<file path="config.mk">
export PLATFORM = sky130hd
export DESIGN_NAME = rom_bus_arbiter
export DESIGN_NICKNAME = d
export VERILOG_FILES = /design/src/rtl/rom_bus_arbiter.sv
export SDC_FILE = /design/constraint.sdc
export NUM_CORES = 1
export LEC_CHECK = 0
export CAP_MARGIN = 30
export CELL_PAD_IN_SITES_DETAIL_PLACEMENT = 1
export CELL_PAD_IN_SITES_GLOBAL_PLACEMENT = 1
export CORE_MARGIN = 2
export CORE_UTILIZATION = 13
export DETAILED_ROUTE_END_ITERATION = 12
export PLACE_DENSITY = 0.83
export SYNTH_ARGS = -nofsm -noshare
export SYNTH_HDL_FRONTEND = slang
export SYNTH_SLANG_ARGS = --single-unit
</file>
<file path="constraint.sdc">
create_clock -name clk -period 3.35 [get_ports clk]
set_input_delay 0.335 -clock clk [delete_from_list [all_inputs] [get_ports clk]]
set_output_delay 0.335 -clock clk [all_outputs]
set_load 0.01 [all_outputs]
</file>
<file path="src/rtl/rom_bus_arbiter.sv">
// Two-master round-robin arbiter sharing the single-port instruction ROM.
// Optional bus-timeout abort is enabled by defining ROM_ARB_TIMEOUT_EN.
module rom_bus_arbiter #(
  parameter int ADDR_W      = 11,
  parameter int DATA_W      = 32,
  parameter int TIMEOUT_CYC = 16
) (
  input  logic              clk,
  input  logic              reset,
  input  logic              m0_req_n,
  output logic              m0_grnt_n,
  input  logic              m0_cs_n,
  input  logic              m0_as_n,
  input  logic [ADDR_W-1:0] m0_addr,
  output logic [DATA_W-1:0] m0_rd_data,
  output logic              m0_rdy_n,
  output logic              m0_err,
  input  logic              m1_req_n,
  output logic              m1_grnt_n,
  input  logic              m1_cs_n,
  input  logic              m1_as_n,
  input  logic [ADDR_W-1:0] m1_addr,
  output logic [DATA_W-1:0] m1_rd_data,
  output logic              m1_rdy_n,
  output logic              m1_err,
  output logic              rom_cs_n,
  output logic              rom_as_n,
  output logic [ADDR_W-1:0] rom_addr,
  input  logic [DATA_W-1:0] rom_rd_data,
  input  logic              rom_rdy_n
);

  typedef enum logic [1:0] {
    IDLE = 2'd0,
    OWN0 = 2'd1,
    OWN1 = 2'd2
  } state_e;

  state_e state_q, state_d;
  state_e prev_state_q;
  logic   last_owner_q, last_owner_d;
  logic   req0_s, req1_s;
  logic   tmo0_s, tmo1_s;

`ifdef ROM_ARB_TIMEOUT_EN
  localparam int TMO_W = $clog2(TIMEOUT_CYC + 1);

  logic [TMO_W-1:0] tmo_cnt_q, tmo_cnt_d;
  logic [1:0]       lock_q, lock_d;
  logic [1:0]       err_q, err_d;
  logic             owner_as_s;
  logic             tmo_hit_s;

  // A master that timed out stays locked out until it drops its request.
  assign req0_s = ~m0_req_n & ~lock_q[0];
  assign req1_s = ~m1_req_n & ~lock_q[1];

  assign owner_as_s = ((state_q == OWN0) && !m0_as_n) || ((state_q == OWN1) && !m1_as_n);
  assign tmo_hit_s  = owner_as_s && rom_rdy_n && (tmo_cnt_q == TMO_W'(TIMEOUT_CYC - 1));
  assign tmo0_s     = tmo_hit_s && (state_q == OWN0);
  assign tmo1_s     = tmo_hit_s && (state_q == OWN1);

  // Timeout counter, error pulses and lockout flags next-state
  always_comb begin
    tmo_cnt_d = tmo_cnt_q;
    err_d     = {tmo1_s, tmo0_s};
    lock_d[0] = tmo0_s | (lock_q[0] & ~m0_req_n);
    lock_d[1] = tmo1_s | (lock_q[1] & ~m1_req_n);
    if ((state_d != state_q) || !rom_rdy_n) begin
      tmo_cnt_d = {TMO_W{1'b0}};
    end else if (owner_as_s) begin
      tmo_cnt_d = tmo_cnt_q + TMO_W'(1);
    end else begin
      tmo_cnt_d = tmo_cnt_q;
    end
  end

  // Timeout state registers
  always_ff @(posedge clk) begin
    if (reset) begin
      tmo_cnt_q <= {TMO_W{1'b0}};
      lock_q    <= 2'b00;
      err_q     <= 2'b00;
    end else begin
      tmo_cnt_q <= tmo_cnt_d;
      lock_q    <= lock_d;
      err_q     <= err_d;
    end
  end

  assign m0_err = err_q[0];
  assign m1_err = err_q[1];
`else
  assign req0_s = ~m0_req_n;
  assign req1_s = ~m1_req_n;
  assign tmo0_s = 1'b0;
  assign tmo1_s = 1'b0;
  assign m0_err = 1'b0;
  assign m1_err = 1'b0;
`endif

  // Ownership FSM next-state and round-robin pointer
  always_comb begin
    state_d      = state_q;
    last_owner_d = last_owner_q;
    case (state_q)
      IDLE: begin
        if (req0_s && req1_s) begin
          state_d = last_owner_q ? OWN0 : OWN1;
        end else if (req0_s) begin
          state_d = OWN0;
        end else if (req1_s) begin
          state_d = OWN1;
        end else begin
          state_d = IDLE;
        end
      end
      OWN0: begin
        if (m0_req_n || tmo0_s) begin
          state_d = req1_s ? OWN1 : IDLE;
        end else begin
          state_d = OWN0;
        end
      end
      OWN1: begin
        if (m1_req_n || tmo1_s) begin
          state_d = req0_s ? OWN0 : IDLE;
        end else begin
          state_d = OWN1;
        end
      end
      default: state_d = IDLE;
    endcase
    if ((state_d == OWN0) && (state_q != OWN0)) begin
      last_owner_d = 1'b0;
    end else if ((state_d == OWN1) && (state_q != OWN1)) begin
      last_owner_d = 1'b1;
    end else begin
      last_owner_d = last_owner_q;
    end
  end

  // FSM state registers; prev_state_q qualifies ROM ready to the current tenure
  always_ff @(posedge clk) begin
    if (reset) begin
      state_q      <= IDLE;
      prev_state_q <= IDLE;
      last_owner_q <= 1'b1;
    end else begin
      state_q      <= state_d;
      prev_state_q <= state_q;
      last_owner_q <= last_owner_d;
    end
  end

  assign m0_grnt_n = (state_q != OWN0);
  assign m1_grnt_n = (state_q != OWN1);

  // ROM request mux and read-return demux, steered by the registered owner
  always_comb begin
    rom_cs_n   = 1'b1;
    rom_as_n   = 1'b1;
    rom_addr   = {ADDR_W{1'b0}};
    m0_rd_data = {DATA_W{1'b0}};
    m1_rd_data = {DATA_W{1'b0}};
    m0_rdy_n   = 1'b1;
    m1_rdy_n   = 1'b1;
    case (state_q)
      OWN0: begin
        rom_cs_n   = m0_cs_n;
        rom_as_n   = m0_as_n;
        rom_addr   = m0_addr;
        m0_rd_data = rom_rd_data;
        if (prev_state_q == OWN0) begin
          m0_rdy_n = rom_rdy_n;
        end else begin
          m0_rdy_n = 1'b1;
        end
      end
      OWN1: begin
        rom_cs_n   = m1_cs_n;
        rom_as_n   = m1_as_n;
        rom_addr   = m1_addr;
        m1_rd_data = rom_rd_data;
        if (prev_state_q == OWN1) begin
          m1_rdy_n = rom_rdy_n;
        end else begin
          m1_rdy_n = 1'b1;
        end
      end
      default: begin
        rom_cs_n = 1'b1;
        rom_as_n = 1'b1;
      end
    endcase
  end

endmodule

</file>
; Word level (Yosys, flattened, before mapping)
; Cells that the tools add are included.
[word_totals]
register_bits = 5
latch_bits = 0
ram_bits = 0
mem_bits_ro = 0
wordCells = 36
n_memories = 0
[op_classes]
addsub = 0
mul = 0
div = 0
order_cmp = 0
n_eq_ne = 8
shifts = 0
muxes = 18
n_bitwise = 2
n_reduce_logical = 5
[ops]
columns = op, n
row1 = 2-to-1 mux 32 bit, 2
row2 = case mux 11 bit (2 select lines), 1
row3 = 2-to-1 mux 2 bit, 5
row4 = 2-to-1 mux 1 bit, 7
row5 = equality test 2 x 1 -> 1 bit (second input constant), 3
row6 = equality test 2 bit (second input constant), 3
row7 = case mux 2 bit (3 select lines), 1
row8 = case mux 1 bit (2 select lines), 2
row9 = logical AND 1 bit, 3
row10 = zero test 2 bit, 1
row11 = != test 2 x 1 -> 1 bit (second input constant), 1
row12 = != test 2 bit (second input constant), 1
row13 = NOT 1 bit, 2
row14 = nonzero test 2 bit, 1

; Depth between registers and ports, before layout
[logic_depth]
ltp_word = 8
ltp_mapped = 5
ltp_nobuf = 5

; Worst setup path before layout
; Ideal clock, no wire load.
[synth_path]
path_type = reg2out
start = register state_q[0]
end = output port m1_rdy_n
t_arrival_ns = 1.424
required_ns = 3.015
setup_slack_ns = 1.591
stages_incl_launch_ff = 5
path_buffers = 0
path_cell_list = dfxtp_1 inv_1 ha_1 inv_1 or4b_2
[synth_between]
elab_chain_len = 2
[synth_lines]
columns = item, line_no
row1 = start: declaration, 39  ; state_e state_q, state_d;
row2 = start signal: assignment, 150  ; state_q <= state_d;
row3 = equality test 2 bit, 168  ; case (state_q)
row4 = 2-to-1 mux 1 bit, 168
row5 = end: declaration, 24  ; output logic m1_rdy_n,
; Every way passes these cells.

; Worst setup path in the final report
; Same ends and word-level chain as after synthesis.

==> results.cfg <==
[cts]
post_cts_buffers = 0
cts.htree.levels = 1
cts.sinks = 5
cts_resized = 0
clock_latency_ns = 0.22
cts_tree = built
cts-buffers-inserted = 3
cts_max_path_buffers = 2
cts_hold_buf = 0
cts-root-buf = clkbuf_8
clkTransAtPathRegs_ns = 0.03

[global_routing]
grt_pass1_vias = 1524
grt_max_degree = 27
antenna_found_initial = 0
gr-total-overflow = 0
groute.usage.overall = 0.1167
grt_pass1_wl_um = 7155

[sta]
rsz0062_at_grt = false
maxSlewViolCount = 0
timing.final.crit_share = 0.7865
timing_hold_violations_final = 0
fmax_mhz = 379.5
clock_skew_ns = 0.002382
setup_viol = 0
min_period_ns = 2.635
fin_setup_tns_ns = 0

[placement]
dp_cells = 366
routabilityCongestion = 0.6924
hpwl_um = 3845
port-buffer-count = 143

[worst_hold_path]
min_path_type = flop to flop
min_path_cells = 2
hp-start = state_q[0]
holdPathEnd = prev_state_q[0]

[synthesis]
netlist_instances = 135
ys_seq_elements = 5
synth_largest_area_cell = and2_1
synth_top_area_frac = 0.4390
synth.distinct_cells = 21
yosysWarnings = 0
ys_seq_area_frac = 0.1097
synth_area_leaders = and2_1, dfxtp_1, a22oi_1, nor2b_1, ha_1
syn_area_um2 = 912.1
syn_avg_cell_area_um2 = 6.756

[route]
drt-total-wl_um = 4712
dr.pass1.iters = 4
viasPerCell = 4.003
drt_iter0_markers = 23
vias = 1481
ant_nets = 0
drc = 0
wire_per_inst_um = 12.74

[power_and_ir_drop]
p_seq_frac = 0.142
pwr-share-comb = 0.628
pwr_density_cell_nw_per_um2 = 193.5
switching_share = 0.3083
p_int_uw = 332.8
switchingPower_uw = 148.4
p_leak_uw = 0.0009109
pwr-share-clk = 0.230
max-vdd-ir-drop_uv = 86.00

[setup_path]
r2r.worst_path.cells = 6
cp_cell_sequence = inv_1 -> ha_1 -> buf_4 -> inv_1 -> or4b_2 -> clkdlybuf4s50_1
cp.arrival_ns = 2.30
r2r_end = last_owner_q
rrSetupSlack_ns = 1.44
cp_common_cell = inv_1
path_max_fanout = 25
worstPathRequired_ns = 3.01
slowest_delay_ns = 0.66
worstSetupEndpointType = output port
cp-startpoint = state_q[0]
slowest_stage = or4b_2
path_class = flop to output port
critPathLaunchType = flop
r2r-start = state_q[0]

[cells_and_area]
drive_above_1_share = 0.02920
area_growth_pct = 172.6
final_nets = 342
num_antenna_cells = 0
seq_area_um2 = 100.1
fillers = 826
fin_cells = 370
multi_input_area_um2 = 740.7

[floorplanning]
core_area_um2 = 6794
die_x_um = 87.77
placementRows = 30
die_area_um2 = 7703
start_util = 0.1343
die_h_um = 87.77
io_pins = 146

[status]
outcome = finished clean

[run]
cap_viol_max_count = 0
how the worst max path moves through the flow:
| stage | end | cells past startpoint |
|---|---|---|
| after floorplan | m1_rdy_n | 4 |
| after global placement | m1_rdy_n | 6 |
| after detailed placement | m1_rdy_n | 6 |
| after CTS | m1_rdy_n | 6 |
| after global routing | m1_rdy_n | 6 |
| final | m1_rdy_n | 6 |
cell usage after synthesis, drive strengths merged:
cell and count:
o21a 1, a311o 1, o41a 1, o21ai 2, dfxtp 5, ha 4, nand2 2, clkbuf 11
or4 1, nor2 4, a211oi 1, nand3 1, conb 1, nor2b 11, and2 64, nor3 3
inv 5, a22oi 13, buf 2, mux2i 1, or4b 1
power groups by stage:
stage	combinational (uW)	sequential [uW]	clock, uW
floorplan	114	68.0	0
global placement	302	68.6	0
detailed placement	307	69.1	0
CTS	309	68.3	113
global route	331	68.9	117
finish	302	68.3	111
per-layer routing:
metal,wire length (um),vias up,global-route usage
li1,-,713,-
met1,1609,667,0.1132
met3,607,5,0.03770
met4,42,0,0.03217
met5,0,-,0
met2,2453,96,0.2328
flip-flops by register name, indices dropped and copies added (netlist names):
register      cells
last_owner_q      1
prev_state_q      2
state_q           2
cells by family (layout without fill, tap and decap cells):
kind of cell | after synthesis | count (layout) | share of synthesized area
buffers and inverters | 18 | 156 | 0.08230
AND/OR/NAND/NOR | 87 | 87 | 0.5802
adder cells (fa/ha/maj) | 4 | 4 | 0.05487
multiplexers | 1 | 1 | 0.01097
AO/OA/AOI/OAI | 19 | 19 | 0.1578
other | 1 | 2 | 0.004111
flip-flops | 5 | 5 | 0.1097
placed cells by master, fill, tap and decap left out:
cell type / count
a211oi_1: 1
a22oi_1: 13
a311o_1: 1
and2_1: 64
buf_4: 4
clkbuf_1: 1
clkbuf_8: 3
clkdlybuf4s50_1: 143
conb_1: 2
dfxtp_1: 5
ha_1: 4
inv_1: 5
mux2i_1: 1
nand2_1: 2
nand3_1: 1
nor2_1: 4
nor2b_1: 11
nor3_1: 3
o21a_1: 1
o21ai_0: 2
o41a_1: 1
or4_1: 1
or4b_2: 1
worst max-delay path: cells and delay by family (launching register included):
| family | cells | cell delay [ns] |
|---|---|---|
| buf+inv | 4 | 0.92 |
| simple gates | 1 | 0.66 |
| flops | 1 | 0.31 |
| fa+ha+maj | 1 | 0.19 |
metrics by stage:
step / hold WS, ns / setup WS [ns] / cell area, um^2 / util / total power, uW
after floorplan: 0.4017 / 1.591 / 915.9 / - / 181.8
after global placement: 0.4963 / 0.9787 / 2441 / 0.3593 / 370.7
after detailed placement: 0.5239 / 0.9418 / 2441 / 0.3593 / 375.7
after CTS: 0.5368 / 0.6703 / 2486 / 0.3659 / 489.8
after global routing: 0.5654 / 0.5817 / 2486 / 0.3659 / 516.9
final: 0.5241 / 0.7151 / 2486 / 0.3659 / 481.1
final cells by class:
class / count / area share
Timing Repair Buffer: 147 / 0.5878
Multi-Input combinational cell: 113 / 0.2979
Tap cell: 96 / 0.04831
Sequential cell: 5 / 0.04026
Clock buffer: 4 / 0.01812
Inverter: 5 / 0.007549
No activity file was read; power rests on OpenSTA's default activity.
